### src/rtl/scl_timer_pkg.sv
// Shared I2C slave constants and types used by the SCL timer and its neighbours.
package scl_timer_pkg;

   // Data bits per frame before the ACK slot.
   localparam int BITS_PER_BYTE = 8;
   // Wide enough to hold 0..BITS_PER_BYTE inclusive.
   localparam int CNT_W = $clog2(BITS_PER_BYTE + 1);

   typedef logic [CNT_W-1:0] bit_cnt_t;

   // SDA drive modes used by the controller / tx side of the slave.
   typedef enum logic [1:0] {
      SDA_RELEASE = 2'b00,
      SDA_ACK     = 2'b01,
      SDA_NACK    = 2'b10,
      SDA_DATA    = 2'b11
   } sda_mode_t;

   // Strobe bundle produced by the timer, one bit per controller event.
   typedef struct packed {
      logic rx_shift;
      logic tx_shift;
      logic byte_received;
      logic ack_prep;
      logic check_ack;
      logic ack_done;
   } strobes_t;

endpackage

### src/rtl/scl_timer_if.sv
// Detector-to-timer pulses and timer-to-controller strobes.
interface scl_timer_if;
   import scl_timer_pkg::*;

   logic     rising_edge_found;
   logic     falling_edge_found;
   logic     start_found;
   logic     stop_found;
   logic     rx_shift;
   logic     tx_shift;
   logic     byte_received;
   logic     ack_prep;
   logic     check_ack;
   logic     ack_done;
   bit_cnt_t bit_count;

   // Upstream side: drives bus events, observes the timing strobes.
   modport master (
      output rising_edge_found, falling_edge_found, start_found, stop_found,
      input  rx_shift, tx_shift, byte_received, ack_prep, check_ack, ack_done, bit_count
   );

   // Timer side: consumes bus events, produces the timing strobes.
   modport slave (
      input  rising_edge_found, falling_edge_found, start_found, stop_found,
      output rx_shift, tx_shift, byte_received, ack_prep, check_ack, ack_done, bit_count
   );

endinterface

### src/rtl/scl_timer_flex_counter.sv
// Saturating up-counter with synchronous clear and a look-ahead rollover flag.
module flex_counter #(
   parameter int NUM_BITS = 4
) (
   input  logic                clk,
   input  logic                n_rst,
   input  logic                clear,
   input  logic                count_enable,
   input  logic [NUM_BITS-1:0] rollover_val,
   output logic [NUM_BITS-1:0] count_out,
   output logic                rollover_flag
);

   logic [NUM_BITS-1:0] count_q;
   logic [NUM_BITS-1:0] count_d;

   // Next count: clear wins, otherwise step up and stop at rollover_val (never wraps).
   always_comb begin
      count_d = count_q;
      if (clear) begin
         count_d = '0;
      end else if (count_enable && (count_q != rollover_val)) begin
         count_d = count_q + NUM_BITS'(1);
      end
   end

   // Count register.
   always_ff @(posedge clk or negedge n_rst) begin
      if (!n_rst) begin
         count_q <= '0;
      end else begin
         count_q <= count_d;
      end
   end

   assign count_out = count_q;
   // High when the next increment lands on rollover_val; depends only on the
   // register, so the FSM can register its strobe in the same cycle as the step.
   assign rollover_flag = (count_q == (rollover_val - NUM_BITS'(1)));

endmodule

### src/rtl/scl_timer.sv
// SCL bit/ACK timing generator: turns SCL edge and START/STOP pulses into
// registered one-cycle strobes for the slave controller and shift registers.
module scl_timer
   import scl_timer_pkg::*;
(
   input  logic        clk,
   input  logic        n_rst,
   scl_timer_if.slave  bus
);

   typedef enum logic [2:0] {
      IDLE       = 3'd0,
      START_WAIT = 3'd1,
      DATA       = 3'd2,
      BYTE_END   = 3'd3,
      ACK_LOW    = 3'd4,
      ACK_HIGH   = 3'd5
   } state_t;

   state_t   state_q, state_d;
   strobes_t strobes_q, strobes_d;
   logic     cnt_en;
   logic     cnt_clr;
   logic     cnt_roll;
   bit_cnt_t cnt_val;
   logic     rise;
   logic     fall;
   logic     edge_ok;

   assign rise    = bus.rising_edge_found;
   assign fall    = bus.falling_edge_found;
   // Simultaneous rise and fall is illegal on a real bus; treat it as no edge.
   assign edge_ok = !(rise && fall);

   // Data-bit counter; its look-ahead flag marks the rise that completes the byte.
   flex_counter #(
      .NUM_BITS (CNT_W)
   ) u_bit_cnt (
      .clk           (clk),
      .n_rst         (n_rst),
      .clear         (cnt_clr),
      .count_enable  (cnt_en),
      .rollover_val  (bit_cnt_t'(BITS_PER_BYTE)),
      .count_out     (cnt_val),
      .rollover_flag (cnt_roll)
   );

   // Next state, next strobes and counter control; STOP beats START beats SCL edges.
   always_comb begin
      // NOTE: every output of this block gets a default first, so no path can leave one unassigned and infer a latch.
      state_d   = state_q;
      strobes_d = '0;
      cnt_en    = 1'b0;
      cnt_clr   = 1'b0;

      if (bus.stop_found) begin
         state_d = IDLE;
         cnt_clr = 1'b1;
      end else if (bus.start_found) begin
         state_d = START_WAIT;
         cnt_clr = 1'b1;
      end else if (edge_ok) begin
         unique case (state_q)
            IDLE: ;
            START_WAIT: begin
               if (fall) begin
                  state_d = DATA;
                  cnt_clr = 1'b1;
               end
            end
            DATA: begin
               if (rise) begin
                  strobes_d.rx_shift = 1'b1;
                  cnt_en             = 1'b1;
                  if (cnt_roll) begin
                     strobes_d.byte_received = 1'b1;
                     state_d                 = BYTE_END;
                  end
               end else if (fall && (cnt_val != '0)) begin
                  strobes_d.tx_shift = 1'b1;
               end
            end
            BYTE_END: begin
               if (fall) begin
                  strobes_d.ack_prep = 1'b1;
                  state_d            = ACK_LOW;
               end
            end
            ACK_LOW: begin
               if (rise) begin
                  strobes_d.check_ack = 1'b1;
                  state_d             = ACK_HIGH;
               end
            end
            ACK_HIGH: begin
               if (fall) begin
                  strobes_d.ack_done = 1'b1;
                  cnt_clr            = 1'b1;
                  state_d            = DATA;
               end
            end
            default: state_d = IDLE;
         endcase
      end
   end

   // State register and registered strobes.
   always_ff @(posedge clk or negedge n_rst) begin
      // NOTE: async reset clears state and strobes so a mid-frame reset drops all outputs immediately.
      if (!n_rst) begin
         state_q   <= IDLE;
         strobes_q <= '0;
      end else begin
         // NOTE: non-blocking so every flop samples the pre-edge values of the others.
         state_q   <= state_d;
         strobes_q <= strobes_d;
      end
   end

   assign bus.rx_shift      = strobes_q.rx_shift;
   assign bus.tx_shift      = strobes_q.tx_shift;
   assign bus.byte_received = strobes_q.byte_received;
   assign bus.ack_prep      = strobes_q.ack_prep;
   assign bus.check_ack     = strobes_q.check_ack;
   assign bus.ack_done      = strobes_q.ack_done;
   assign bus.bit_count     = cnt_val;

endmodule
### src/flat_wrapper.sv
// flat-port wrapper written by rule: the top's interface ports become plain ports
module scl_timer_flat import scl_timer_pkg::*;
  (clk, n_rst, bus_rising_edge_found, bus_falling_edge_found, bus_start_found, bus_stop_found, bus_rx_shift, bus_tx_shift, bus_byte_received, bus_ack_prep, bus_check_ack, bus_ack_done, bus_bit_count);
  scl_timer_if bus_i ();
  input  logic clk;
  input  logic n_rst;
  input wire logic [$bits(bus_i.rising_edge_found)-1:0] bus_rising_edge_found;
  input wire logic [$bits(bus_i.falling_edge_found)-1:0] bus_falling_edge_found;
  input wire logic [$bits(bus_i.start_found)-1:0] bus_start_found;
  input wire logic [$bits(bus_i.stop_found)-1:0] bus_stop_found;
  output wire logic [$bits(bus_i.rx_shift)-1:0] bus_rx_shift;
  output wire logic [$bits(bus_i.tx_shift)-1:0] bus_tx_shift;
  output wire logic [$bits(bus_i.byte_received)-1:0] bus_byte_received;
  output wire logic [$bits(bus_i.ack_prep)-1:0] bus_ack_prep;
  output wire logic [$bits(bus_i.check_ack)-1:0] bus_check_ack;
  output wire logic [$bits(bus_i.ack_done)-1:0] bus_ack_done;
  output wire logic [$bits(bus_i.bit_count)-1:0] bus_bit_count;
  assign bus_i.rising_edge_found = bus_rising_edge_found;
  assign bus_i.falling_edge_found = bus_falling_edge_found;
  assign bus_i.start_found = bus_start_found;
  assign bus_i.stop_found = bus_stop_found;
  assign bus_rx_shift = bus_i.rx_shift;
  assign bus_tx_shift = bus_i.tx_shift;
  assign bus_byte_received = bus_i.byte_received;
  assign bus_ack_prep = bus_i.ack_prep;
  assign bus_check_ack = bus_i.check_ack;
  assign bus_ack_done = bus_i.ack_done;
  assign bus_bit_count = bus_i.bit_count;
  scl_timer u_core (.clk(clk), .n_rst(n_rst), .bus(bus_i));
endmodule
### config.mk
export PLATFORM = sky130hd
export DESIGN_NAME = scl_timer_flat
export DESIGN_NICKNAME = d
export VERILOG_FILES = /design/src/rtl/scl_timer_pkg.sv /design/src/rtl/scl_timer_if.sv /design/src/rtl/scl_timer_flex_counter.sv /design/src/rtl/scl_timer.sv /design/src/flat_wrapper.sv
export SDC_FILE = /design/constraint.sdc
export NUM_CORES = 1
export LEC_CHECK = 0
export BUFFER_PORTS_ARGS = -buffer_cell sky130_fd_sc_hd__buf_2
export CORE_UTILIZATION = 49
export CTS_CLUSTER_SIZE = 24
export DETAILED_ROUTE_END_ITERATION = 10
export GPL_TIMING_DRIVEN = 0
export PLACE_DENSITY = 0.73
export SYNTH_ARGS = -nofsm -noshare
export SYNTH_HDL_FRONTEND = slang
export SYNTH_HIERARCHICAL = 1
export SYNTH_SLANG_ARGS = --single-unit
### constraint.sdc
create_clock -name clk -period 4.22 [get_ports clk]
set_input_delay 0.422 -clock clk [delete_from_list [all_inputs] [get_ports clk]]
set_output_delay 0.422 -clock clk [all_outputs]
set_load 0.02 [all_outputs]
Yosys cells after proc, flatten, opt, wreduce, memory -nomap -nowiden
Index checks and enable logic that the tools add are counted.
Operators by class
  reduce and logical (&&, ||, !) cells: 8
  equal/unequal tests: 14
  muxes and demuxes: 32
  add/subtract/negate cells: 1
Operator list (number)
  $mux W3: 9
  $mux W6: 3
  $mux W1: 17
  $ne A4 B4 Y1 const B: 4
  $pmux W3 S5: 1
  $mux W4: 2
  $reduce_and A7 Y1: 1
  $eq A3 B2 Y1 const B: 2
  $eq A3 B3 Y1 const B: 2
  $ne A3 B3 Y1 const B: 2
  $add A4 B1 Y4 const B: 1
  $eq A4 B3 Y1 const B: 1
  $ne A4 B1 Y1 const B: 1
  $ne A4 B3 Y1 const B: 1
  $reduce_bool A4 Y1: 1
  $eq A3 B1 Y1 const B: 1
  $logic_and A1 B1 Y1: 3
  $logic_not A3 Y1: 1
  $reduce_bool A2 Y1: 1
  $reduce_or A2 Y1: 1
Word-level totals
  logic and storage cells: 63
  register bits: 13
  bits of input ports: 6

Longest topological paths before layout
Gate-level depths: netlist of the first run.
  depth after elaboration: 8
  gate-level depth with buffers: 7

Modules after synthesis
Netlist of the first run, hierarchy kept.
Modules (own cells, without submodules)
  scl_timer: area each 445.4 sq um, cells an instance 42, times used 1, sequential area each 225.2 sq um
  flex_counter: area each 286.5 sq um, cells an instance 31, times used 1, sequential area each 100.1 sq um

Worst setup path before layout of the first run
Ideal clock, no wire load.
  path type: reg-to-reg
  from: reg u_core.state_q[2]
  to: reg u_core.u_bit_cnt.count_q[3] (netlist: u_core/u_bit_cnt/count_out[3])
  path slack: 2292 ps
  library setup time: 78 ps
  stages on the path, launching flop included: 7
  arrival time: 1850 ps
  path buffers: 0
  cells stage by stage: dfrtp_1 -> or4b_4 -> nor2_2 -> inv_1 -> a41o_1 -> or3_1 -> a21oi_1
On the way
  cells in the longest elaborated chain, start to end: 7
  elaborated cells between the ends (all ways): 15
  classes of those cells: 3 x eq/ne; 9 x mux; 3 x reduce/logical
Ends and longest elaborated chain
  start, declared: RTL line scl_timer.sv:20  | state_t state_q, state_d;
  start signal, assigned: RTL line scl_timer.sv:115  | state_q <= state_d;
  $eq A3 B2 Y1: RTL line scl_timer.sv:63  | unique case (state_q)
  $mux W1: RTL line scl_timer.sv:63
  $mux W1: RTL line scl_timer.sv:62  | end else if (edge_ok) begin
  $mux W1: RTL line scl_timer.sv:59  | end else if (bus.start_found) begin
  $mux W1: RTL line scl_timer.sv:56  | if (bus.stop_found) begin
  named net u_core.cnt_en: RTL line scl_timer.sv:22  | logic cnt_en;
  $logic_and A1 B1 Y1: RTL line scl_timer_flex_counter.sv:22  | end else if (count_enable && (count_q != rollover_val)) begin
  $reduce_bool A2 Y1 (no source line)
  end signal, assigned: RTL line scl_timer_flex_counter.sv:32  | count_q <= count_d;
  end, declared: RTL line scl_timer_flex_counter.sv:14  | logic [NUM_BITS-1:0] count_q;
The timed path passes the listed nets, and every way through them passes these cells.
A chain may end at the register's enable or synchronous reset.

Worst setup path after layout of the first run
  from: reg u_core.state_q[2]
  to: reg u_core.u_bit_cnt.count_q[2] (netlist: u_core/u_bit_cnt/count_out[2])
The elaborated chain is that of the path after synthesis.

==> out/metrics.yaml, run 1 <==
routed_wirelength_um: 1210
pwr-share-clk: 0.329
areaGrowthSynthToFinish_pct: 20.0
worst-endpoint-required_ns: 4.41
via_count_of_the_first_global_routing_pass: 426
detailedRoute.firstPassIterationCount: 3
top_usage_layer: "met2"
synth.distinct_cells: 31
cp_slowest_cell: "sky130_fd_sc_hd__or4b_4"
setup.worst_path.start_class: "flip-flop"
cts-resized-gates: 0
clock_pin_slew_on_the_worst_setup_and_hold_paths_ns: 0.07
timing.setup.critical_path_class: "flip-flop to flip-flop"
fin_skew_ns: 0.00612
static_leakage_power_nw: 0.415
fp.dieArea_mm2: 0.00165
cts_tree: "yes"
rsz_0062_raised_after_global_routing: "no"
synthesis.instances: 73
internal_power_mw: 0.171
clock_buffer_depth: 2
dp_hpwl_um: 949
place_area_um2: 852
synth_compound_area_frac: 0.108
synth_top_family_by_area: "simple AND/OR/NAND/NOR gates"
post_synth_instance_area_um2: 732
mostFrequentLayoutCell: "sky130_fd_sc_hd__buf_2"
core_region_area_mm2: 0.00135
yosys.area_share.adder: 0.0342
yosys.area_share.xor_xnor: 0.0957
post_synth.cell_area_avg_um2: 10.0
globalRouteMet1Util: 0.209
pwr_density_cell_mw_per_mm2: 252
cp.arrival_ns: 2.28
area_contributors_post_synth: "sky130_fd_sc_hd__dfrtp_1 44%, sky130_fd_sc_hd__xnor2_1 8.4%, sky130_fd_sc_hd__ha_1 3.4%, sky130_fd_sc_hd__o21ai_0 3.4%, sky130_fd_sc_hd__nand3b_1 3.1%"
htree_num_levels: 1
swShare: 0.225
max_freq_ghz: 0.479
timing_max_transition_violations_final: 0
timing.final.crit_share: 0.495
die_y_um: 40.7
grt_start_max_net_pins: 14
met2_usage: 0.238
synth_simple_gate_area_share: 0.274
count_of_state_elements_after_synthesis: 13
slowest_delay_ns: 0.58
antenna_cells_inserted: 0
finish.net_count: 108
initialDrtViolationCount: 9
fp.dieW_um: 40.7
yosysTopAreaCellShare: 0.444
report.final.setup_viol: 0
setup.worst_path.end_class: "flip-flop"
timing.setup.tns_ns: 0
most-common-layout-cells: "15 x sky130_fd_sc_hd__buf_2, 13 x sky130_fd_sc_hd__dfrtp_1, 9 x sky130_fd_sc_hd__conb_1, 7 x sky130_fd_sc_hd__xnor2_1, 6 x sky130_fd_sc_hd__nor2_1"
grt-ovfl-total: 0
status: "finished, final reports clean"
power.sequential.fraction: 0.575
reg2reg_depth: 6
grt_antenna_before_repair: 0
synth.yosys.seq_area_share: 0.444
cts_hold_repair.buffers: 0
clk-insertion-delay-late_ns: 0.27
combPwrFrac: 0.097
dr_total_vias: 565
crit_chain: "or4b_4 > nor2_2 > inv_1 > a41o_1 > or3_1 > a21oi_1"
switchingPower_mw: 0.0497
finalWeightedCongestion: 0.782
finalPower_mw: 0.221
post_drt_via_cell_ratio: 4.96
numPortBuffers: 15
netlist.top_cell.by_area: "sky130_fd_sc_hd__dfrtp_1"
global_route.usage.met3: 0.114
remaining_design_rule_violation_count: 0
stdcell_area_um2: 878
cts_setup_buffers: 0
hold_class: "input pin to async pin"
route.antenna.remaining_nets: 0
cts_root_buffer: "sky130_fd_sc_hd__clkbuf_4"
relSlewSlack: 0.666
synth_mux_area_frac: 0.0137
max_cap_violations: 0
final_critical_path_time_including_i_o_delays_and_setup_ns: 2.09
starting_density_of_the_core: 0.542
cts.sinks: 13
yosysWarningCount: 6
r2r_slack_ns: 2.13
crit_path_max_fanout: 7
grt_util_all_layers: 0.174
drive_above_1_share: 0.263
routed_wire_length_per_instance_um: 10.6
first_pass_grt_wire_length_um: 1750
timing_worst_slew_pin_value_ns: 0.496
ioPinCount: 16
ir_worst_vdd_uv: 217
final-hold-violation-count: 0
placementRows: 13
numCtsBuffers: 3
-- worst paths after layout --
path,start,endpoint
min in group clk,bus_stop_found,u_core/state_q[0]$_DFFE_PN0P_
hold reg to reg,u_core/state_q[0]$_DFFE_PN0P_,u_core/bus.tx_shift$_DFF_PN0_
setup / recovery,u_core/state_q[2]$_DFFE_PN0P_,u_core/u_bit_cnt/count_out[2]$_DFFE_PN0P_
setup reg to reg,u_core/state_q[2]$_DFFE_PN0P_,u_core/u_bit_cnt/count_out[2]$_DFFE_PN0P_
max in group asynchronous,n_rst,u_core/bus.rx_shift$_DFF_PN0_
hold / removal,n_rst,u_core/u_bit_cnt/count_out[3]$_DFFE_PN0P_
-- power by group through the flow --
stage | Sequential (mW) | Combinational (mW) | Clock, mW
floorplan | 0.129 | 0.0135 | 0
global placement | 0.129 | 0.0206 | 0
detailed placement | 0.129 | 0.0209 | 0
CTS | 0.127 | 0.0210 | 0.0759
global route | 0.127 | 0.0243 | 0.0834
finish | 0.127 | 0.0214 | 0.0726
-- metrics by stage --
stage               worst slack [ns]   util  hold slack, ns  cells
CTS                             2.15  0.651          0.0117    114
finish                          2.13  0.651          0.0152    114
floorplan                       2.29      -           0.126     80
detailed placement              2.08  0.631           0.312    110
global placement                2.10  0.631           0.310    110
global route                    2.03  0.651          0.0169    114
-- layer usage --
metal  vias to the layer above  wire length, um
li1                        298                -
met1                       255              604
met2                        12              540
met3                         0               62
met4                         0                0
met5                         -                0
-- logic make-up (layout without fill, tap and decap cells) --
family          Yosys count  after routing
flops                    13             13
compound gates           13             13
fa+ha+maj                 2              2
buf+inv                   4             23
simple gates             30             30
other cells               2              9
xor+xnor                  8              8
mux                       1              1
-- cell type report --
class,instances,area [um2]
flip-flops and latches,13,325
multi-input cells,63,418
fillers,131,472
well taps,15,18.8
repair buffers,15,75.1
inverters,4,15.0
clock buffers,4,26.3
-- synthesized netlist by cell type --
| library cell | n |
|---|---|
| sky130_fd_sc_hd__and2_1 | 2 |
| sky130_fd_sc_hd__and2_2 | 1 |
| sky130_fd_sc_hd__xnor2_1 | 7 |
| sky130_fd_sc_hd__a21boi_0 | 2 |
| sky130_fd_sc_hd__nor2_2 | 1 |
| sky130_fd_sc_hd__or3_1 | 2 |
| sky130_fd_sc_hd__nor3b_1 | 1 |
| sky130_fd_sc_hd__inv_1 | 4 |
| sky130_fd_sc_hd__nor4_2 | 1 |
| sky130_fd_sc_hd__ha_1 | 2 |
| sky130_fd_sc_hd__nand3_1 | 1 |
| sky130_fd_sc_hd__a31oi_1 | 1 |
| sky130_fd_sc_hd__nor3_1 | 1 |
| sky130_fd_sc_hd__o21bai_1 | 1 |
| sky130_fd_sc_hd__nor2_1 | 6 |
| sky130_fd_sc_hd__nor4_1 | 2 |
| sky130_fd_sc_hd__a41o_1 | 1 |
| sky130_fd_sc_hd__nand3b_1 | 3 |
| sky130_fd_sc_hd__o21ai_0 | 5 |
| sky130_fd_sc_hd__a21oi_1 | 3 |
| sky130_fd_sc_hd__nand2b_1 | 1 |
| sky130_fd_sc_hd__nand2_1 | 3 |
| sky130_fd_sc_hd__or4b_4 | 1 |
| sky130_fd_sc_hd__dfrtp_1 | 13 |
| sky130_fd_sc_hd__or3b_4 | 1 |
| sky130_fd_sc_hd__and3b_2 | 1 |
| sky130_fd_sc_hd__mux2i_1 | 1 |
| sky130_fd_sc_hd__and2b_2 | 1 |
| sky130_fd_sc_hd__xor2_1 | 1 |
| sky130_fd_sc_hd__conb_1 | 2 |
| sky130_fd_sc_hd__and4bb_2 | 1 |
-- registers in the layout, indices dropped and copies added (netlist names) --
signal,count
u_core/bus.ack_prep,1
u_core/u_bit_cnt/count_out,4
u_core/bus.ack_done,1
u_core/bus.rx_shift,1
u_core/bus.tx_shift,1
u_core/bus.byte_received,1
u_core/state_q,3
u_core/bus.check_ack,1
-- critical path, delay by kind of cell, from the launching register on --
kind / cells / cell delay (ns)
buf+inv: 1 / 0.05
flops: 1 / 0.44
compound gates: 2 / 0.44
simple gates: 3 / 1.07
No activity file was read; power rests on OpenSTA's default activity.
==> run 2: changes to the inputs <==
--- a/config.mk
+++ b/config.mk
@@ -6,11 +6,11 @@
 export NUM_CORES = 1
 export LEC_CHECK = 0
 export BUFFER_PORTS_ARGS = -buffer_cell sky130_fd_sc_hd__buf_2
-export CORE_UTILIZATION = 49
+export CORE_UTILIZATION = 46
 export CTS_CLUSTER_SIZE = 24
 export DETAILED_ROUTE_END_ITERATION = 10
 export GPL_TIMING_DRIVEN = 0
-export PLACE_DENSITY = 0.73
+export PLACE_DENSITY = 0.72
 export SYNTH_ARGS = -nofsm -noshare
 export SYNTH_HDL_FRONTEND = slang
 export SYNTH_HIERARCHICAL = 1
==> constraint.sdc (replaced) <==
create_clock -name clk -period 1.9 [get_ports clk]
set_input_delay 0.19 -clock clk [delete_from_list [all_inputs] [get_ports clk]]
set_output_delay 0.19 -clock clk [all_outputs]
set_load 0.02 [all_outputs]
==> run 2 against run 1 <==
Combinational power is 150% higher. Global-route usage rose by 1.5 points. Final cell count is 7.0% higher. Register-to-register slack got worse by 2.1 ns. Flip-flop and latch count unchanged. First-iteration DRC count grew 130%. Sequential share of layout area decreased by 2.4 points. Critical path type unchanged. Largest cell class unchanged. Highest routed layer is now met4.
==> out/metrics.yaml, run 2 (synthesis gave the netlist of run 1 again) <==
route.antenna.remaining_nets: 0  # unchanged
numPortBuffers: 15  # unchanged
htree_num_levels: 1  # unchanged
swShare: 0.229  # +0.00474
stdcell_area_um2: 946  # +7.7%
routed_wire_length_per_instance_um: 12.3  # +16%
placementRows: 14  # +1
pwr_density_cell_mw_per_mm2: 526  # +110%
largest_reg_flops: 4  # unchanged
power.sequential.fraction: 0.567  # -0.008
multi_input_area_um2: 427  # +2.1%
cts.sinks: 13  # unchanged
starting_density_of_the_core: 0.492  # -0.0506
cp.arrival_ns: 2.08  # -0.20 ns
first_pass_grt_wire_length_um: 2500  # +43%
setup.worst_path.end_class: "flip-flop"
hold_class: "input pin to flip-flop"
setup.worst_path.start_class: "flip-flop"
timing.setup.critical_path_class: "flip-flop to flip-flop"
grt_antenna_before_repair: 0  # unchanged
fin_skew_ns: 0.00104  # -0.00508 ns
final_cell_count_no_fill: 122  # +7.0%
numCtsBuffers: 3  # unchanged
status: "finished, final reports clean"
timing_max_transition_violations_final: 0  # unchanged
detailedRoute.firstPassIterationCount: 4  # +1
finalPower_mw: 0.497  # +130%
dp_hpwl_um: 1010  # +5.9%
clock_buffer_depth: 2  # unchanged
finalWeightedCongestion: 0.791  # +1.1%
grt_start_max_net_pins: 14  # unchanged
remaining_design_rule_violation_count: 0  # unchanged
clock_pin_slew_on_the_worst_setup_and_hold_paths_ns: 0.07  # about the same
static_leakage_power_nw: 0.446  # +7.7%
cts_root_buffer: "sky130_fd_sc_hd__clkbuf_4"
regArea_um2: 328  # +0.77%
max_cap_violations: 0  # unchanged
max_freq_ghz: 0.533  # +11%
antenna_cells_inserted: 0  # unchanged
cts_tree: "yes"
combPwrFrac: 0.106  # +0.009
place_inst: 111  # +0.91%
routed_wirelength_um: 1500  # +24%
timing_worst_slew_pin_value_ns: 0.590  # +0.0946 ns
initialDrtViolationCount: 21  # +12
post_drt_via_cell_ratio: 5.11  # +3.2%
areaGrowthSynthToFinish_pct: 29.2
report.final.setup_viol: 0  # unchanged
grt_util_all_layers: 0.189  # +0.0155
ir_worst_vdd_uv: 435  # +100%
final-hold-violation-count: 0  # unchanged
final_critical_path_time_including_i_o_delays_and_setup_ns: 1.88  # -0.210 ns
finish.net_count: 115  # +6.5%
finalCoreUtilization: 0.635  # -0.0153
switchingPower_mw: 0.114  # +130%
clk-insertion-delay-late_ns: 0.27  # about the same
pwr-share-clk: 0.327  # -0.002
internal_power_mw: 0.383  # +120%
dr_total_vias: 624  # +10%
fillerInstances: 137  # +4.6%
mostFrequentLayoutCell: "sky130_fd_sc_hd__buf_2"
die_y_um: 41.9  # +3.1%
crit_path_max_fanout: 5  # -2
core_region_area_mm2: 0.00149  # +10%
timing.final.crit_share: 0.988  # +0.493
place_area_um2: 858  # +0.73%
worst-endpoint-required_ns: 2.10  # -2.31 ns
fp.dieArea_mm2: 0.00175  # +6.2%
fp.dieW_um: 41.9  # +3.1%
via_count_of_the_first_global_routing_pass: 590  # +38%
ioPinCount: 16  # unchanged
grt-ovfl-total: 0  # unchanged
drive_above_1_share: 0.330  # +0.0676
relSlewSlack: 0.602  # -0.0637
most-common-layout-cells: "15 x sky130_fd_sc_hd__buf_2, 11 x sky130_fd_sc_hd__dfrtp_1, 9 x sky130_fd_sc_hd__conb_1, 7 x sky130_fd_sc_hd__xnor2_1"
[run 2: cell type report]
| cell class | count | share of cell area |
|---|---|---|
| clock buffers | 4 | 0.0278 |
| flip-flops and latches | 13 | 0.347 |
| inverters | 4 | 0.0159 |
| multi-input cells | 63 | 0.451 |
| well taps | 16 | 0.0212 |
| repair buffers | 22 | 0.138 |
[run 2: path summary, 6_finish.rpt]
kind,from,endpoint,slack [ns],cells past startpoint
min,bus_stop_found,u_core/state_q[0]$_DFFE_PN0P_,0.09,2
min reg2reg,u_core/state_q[0]$_DFFE_PN0P_,u_core/bus.tx_shift$_DFF_PN0_,0.53,1
max in group asynchronous,n_rst,u_core/state_q[1]$_DFFE_PN0P_,1.34,2
min in group asynchronous,n_rst,u_core/u_bit_cnt/count_out[3]$_DFFE_PN0P_,0.32,2
max,u_core/state_q[2]$_DFFE_PN0P_,u_core/u_bit_cnt/count_out[3]$_DFFE_PN0P_,0.02,6
max reg2reg,u_core/state_q[2]$_DFFE_PN0P_,u_core/u_bit_cnt/count_out[3]$_DFFE_PN0P_,0.02,6
[run 2: timing repair]
action,CTS,global route
pin swaps,3,1
endpoints found under the setup margin,2,2
cloned,0,0
hold buffers,1,0
resized for setup,1,2
hold endpoints to repair,13,0
buffers inserted,5,1
[run 2: per-layer routing]
metal	track usage	routed length [um]	up-vias
met4	0.0387	6	0
met3	0.0783	86	2
met5	0	0	-
met2	0.322	752	19
li1	-	-	310
met1	0.223	654	293
[run 2: stage by stage]
step                      worst slack [ns]  hold WS, ns  setup TNS, ns
after global placement             -0.0868       0.0784         -0.142
final                               0.0232       0.0873              0
after CTS                           0.0137       0.0854              0
after floorplan                     0.0273       -0.106              0
after detailed placement            -0.122       0.0821         -0.216
after global routing              -0.00919       0.0877        -0.0104
[run 2: worst max-delay path, stage by stage, from the launching register on]
cell and delay, ns:
sky130_fd_sc_hd__dfrtp_1 0.39, sky130_fd_sc_hd__or4b_4 0.52, sky130_fd_sc_hd__nor2_4 0.10, sky130_fd_sc_hd__inv_1 0.04
sky130_fd_sc_hd__a41o_1 0.26, sky130_fd_sc_hd__or3_1 0.37, sky130_fd_sc_hd__a21oi_2 0.12
[run 2: power groups by stage]
stage	clock, mW	combinational [mW]	sequential (mW)
global placement	0	0.0461	0.287
global route	0.183	0.0606	0.282
floorplan	0	0.0304	0.286
detailed placement	0	0.0478	0.288
finish	0.163	0.0526	0.282
CTS	0.171	0.0509	0.282
==> run 3: changes to the inputs <==
--- a/config.mk
+++ b/config.mk
@@ -11,6 +11,7 @@
 export DETAILED_ROUTE_END_ITERATION = 10
 export GPL_TIMING_DRIVEN = 0
 export PLACE_DENSITY = 0.72
+export REMOVE_ABC_BUFFERS = 1
 export SYNTH_ARGS = -nofsm -noshare
 export SYNTH_HDL_FRONTEND = slang
 export SYNTH_HIERARCHICAL = 1
==> run 3 against run 2 <==
Largest cell class unchanged. Final cell count up 0.82%. Critical path type unchanged. Sequential power about the same. Total power up 1.9%. First-iteration DRC count down 29%. Critical endpoint unchanged. Largest power group unchanged. Combinational power down 1%. The run now ends with negative setup slack left. Die area unchanged. Final area up 2.6%. Worst hold slack better by 0.0012 ns.
==> out/metrics.yaml, run 3 (synthesis gave the netlist of run 1 again) <==
areaGrowthSynthToFinish_pct: 32.6
post_drt_via_cell_ratio: 5.11  # about the same
globalRouteMet1Util: 0.212  # -0.0101
violations: "negative setup slack"
grt-ovfl-total: 0  # unchanged
setup.worst_path.start_class: "flip-flop"
stdcell_area_um2: 971  # +2.6%
finalWeightedCongestion: 0.781  # -1.3%
dp_hpwl_um: 1040  # +3.0%
remaining_design_rule_violation_count: 0  # unchanged
detailedRoute.firstPassIterationCount: 4  # unchanged
routed_wire_length_per_instance_um: 12.4  # +1.2%
critPathBufInv: 1  # unchanged
numPortBuffers: 15  # unchanged
met2_usage: 0.334  # +0.0125
clock_pin_slew_on_the_worst_setup_and_hold_paths_ns: 0.08  # about the same
timing_worst_slew_pin_value_ns: 0.693  # +0.103 ns
max_freq_ghz: 0.510  # -4.2%
via_count_of_the_first_global_routing_pass: 594  # +0.68%
grt_util_all_layers: 0.189  # +0.000347
timing.final.crit_share: 1.03  # +0.0432
finish.net_count: 116  # +0.87%
report.final.setup_viol: 2  # +2
global_route.usage.met3: 0.0261  # -0.0522
rsz_0062_raised_after_global_routing: "yes"
fp.dieArea_mm2: 0.00175  # unchanged
ioPinCount: 16  # unchanged
place_inst: 111  # unchanged
largest_reg_flops: 4  # unchanged
fp.dieW_um: 41.9  # unchanged
timing_max_transition_violations_final: 0  # unchanged
routed_wirelength_um: 1530  # +2.1%
pwr_density_cell_mw_per_mm2: 522  # -0.76%
timing.critical_path.max_delay_family: "simple AND/OR/NAND/NOR gates"
fin_skew_ns: 0.00470  # +0.00367 ns
final_critical_path_time_including_i_o_delays_and_setup_ns: 1.96  # +0.0820 ns
cts_tree: "yes"
finalCoreUtilization: 0.652  # +0.0168
antenna_cells_inserted: 0  # unchanged
fillerInstances: 132  # -3.6%
max_cap_violations: 0  # unchanged
ir_worst_vdd_uv: 313  # -28%
numCtsBuffers: 3  # unchanged
worst-endpoint-required_ns: 2.03  # -0.07 ns
status: "complete, but fails checks"
grt_start_max_net_pins: 14  # unchanged
slowest_delay_ns: 0.56  # +0.04 ns
most-common-layout-cells: "15 x sky130_fd_sc_hd__buf_2, 11 x sky130_fd_sc_hd__dfrtp_1, 9 x sky130_fd_sc_hd__conb_1, 7 x sky130_fd_sc_hd__buf_4, 7 x sky130_fd_sc_hd__xnor2_1"
top_usage_layer: "met2"
relSlewSlack: 0.533  # -0.0694
clk-insertion-delay-late_ns: 0.27  # about the same
setup.worst_path.end_class: "flip-flop"
dr_total_vias: 629  # +0.80%
timing.setup.critical_path_class: "flip-flop to flip-flop"
crit_path_max_fanout: 4  # -1
cts_root_buffer: "sky130_fd_sc_hd__clkbuf_4"
core_region_area_mm2: 0.00149  # unchanged
grt_antenna_before_repair: 0  # unchanged
cp_slowest_cell: "sky130_fd_sc_hd__or4b_4"
mostFrequentLayoutCell: "sky130_fd_sc_hd__buf_2"
place_area_um2: 853  # -0.58%
starting_density_of_the_core: 0.492  # unchanged
drive_above_1_share: 0.374  # +0.0436
initialDrtViolationCount: 15  # -29%
cts.sinks: 13  # unchanged
die_y_um: 41.9  # unchanged
final-hold-violation-count: 0  # unchanged
route.antenna.remaining_nets: 0  # unchanged
clock_buffer_depth: 2  # unchanged
htree_num_levels: 1  # unchanged
crit_chain: "or4b_4 > nor2_4 > inv_1 > a41o_1 > o21ai_0 > a21oi_2"
timing.setup.tns_ns: -0.0710  # -0.0710 ns
first_pass_grt_wire_length_um: 2480  # -0.52%
final_cell_count_no_fill: 123  # +0.82%
static_leakage_power_nw: 0.455  # +2.0%
cp.arrival_ns: 2.09  # about the same
hold_class: "input pin to flip-flop"
fin_worst_setup_slack_ns: -0.0589  # -0.0820 ns
placementRows: 14  # unchanged
==> run 3: changes by cell type in the layout (fill, tap and decap cells not counted) <==
cell / before / now
sky130_fd_sc_hd__a21oi_1: 2 / 1
sky130_fd_sc_hd__a21oi_2: 1 / 2
sky130_fd_sc_hd__o21ai_2: 0 / 1
sky130_fd_sc_hd__or3_4: 0 / 2
sky130_fd_sc_hd__or3_1: 2 / 0
sky130_fd_sc_hd__buf_4: 6 / 7
sky130_fd_sc_hd__o21ai_0: 5 / 4
==> run 3: layout make-up <==
| type | count | area (um2) | share of cell area |
|---|---|---|---|
| Multi-Input combinational cell | 63 | 444 | 0.457 |
| Sequential cell | 13 | 328 | 0.338 |
| Timing Repair Buffer | 23 | 138 | 0.142 |
| Clock buffer | 4 | 26.3 | 0.0271 |
| Tap cell | 16 | 20.0 | 0.0206 |
| Inverter | 4 | 15.0 | 0.0155 |
==> run 3: power by group <==
part / switching [mW] / internal [mW] / leakage [nW]
Combinational: 0.0292 / 0.0229 / 0.263
Sequential: 0.00370 / 0.279 / 0.177
Clock: 0.0910 / 0.0813 / 0.0150
==> run 3: per-stage QoR <==
step	hold slack, ns	setup slack (ns)	power [mW]
5_1_grt	0.0857	-0.0483	0.534
4_1_cts	0.0876	0.00207	0.511
3_5_place_dp	0.0868	-0.178	0.335
3_3_place_gp	0.0794	-0.143	0.333
6_report	0.0885	-0.0589	0.507
2_1_floorplan	-0.106	-0.0283	0.316
==> run 3: worst paths after layout <==
check	start	endpoint	slack [ns]	depth (start not counted)
max reg2reg	u_core/state_q[2]$_DFFE_PN0P_	u_core/u_bit_cnt/count_out[3]$_DFFE_PN0P_	-0.06	6
max in group asynchronous	n_rst	u_core/state_q[1]$_DFFE_PN0P_	1.33	2
min in group asynchronous	n_rst	u_core/bus.tx_shift$_DFF_PN0_	0.32	2
min reg2reg	u_core/state_q[0]$_DFFE_PN0P_	u_core/bus.tx_shift$_DFF_PN0_	0.54	1
max	u_core/state_q[2]$_DFFE_PN0P_	u_core/u_bit_cnt/count_out[3]$_DFFE_PN0P_	-0.06	6
min	bus_stop_found	u_core/state_q[0]$_DFFE_PN0P_	0.09	2
==> run 3: routing by layer <==
layer  up-vias  routed length (um)
li1        315                   -
met1       298                 666
met2        12                 791
met3         4                  42
met4         0                  30
met5         -                   0
==> run 3: what timing repair did <==
| action | in CTS | in global routing |
|---|---|---|
| hold buffers | 1 | 0 |
| pin swaps | 2 | 5 |
| resized for setup | 2 | 7 |
| setup buffers | 3 | 4 |
| endpoints found under the setup margin | 2 | 2 |
| hold endpoints to repair | 13 | 0 |
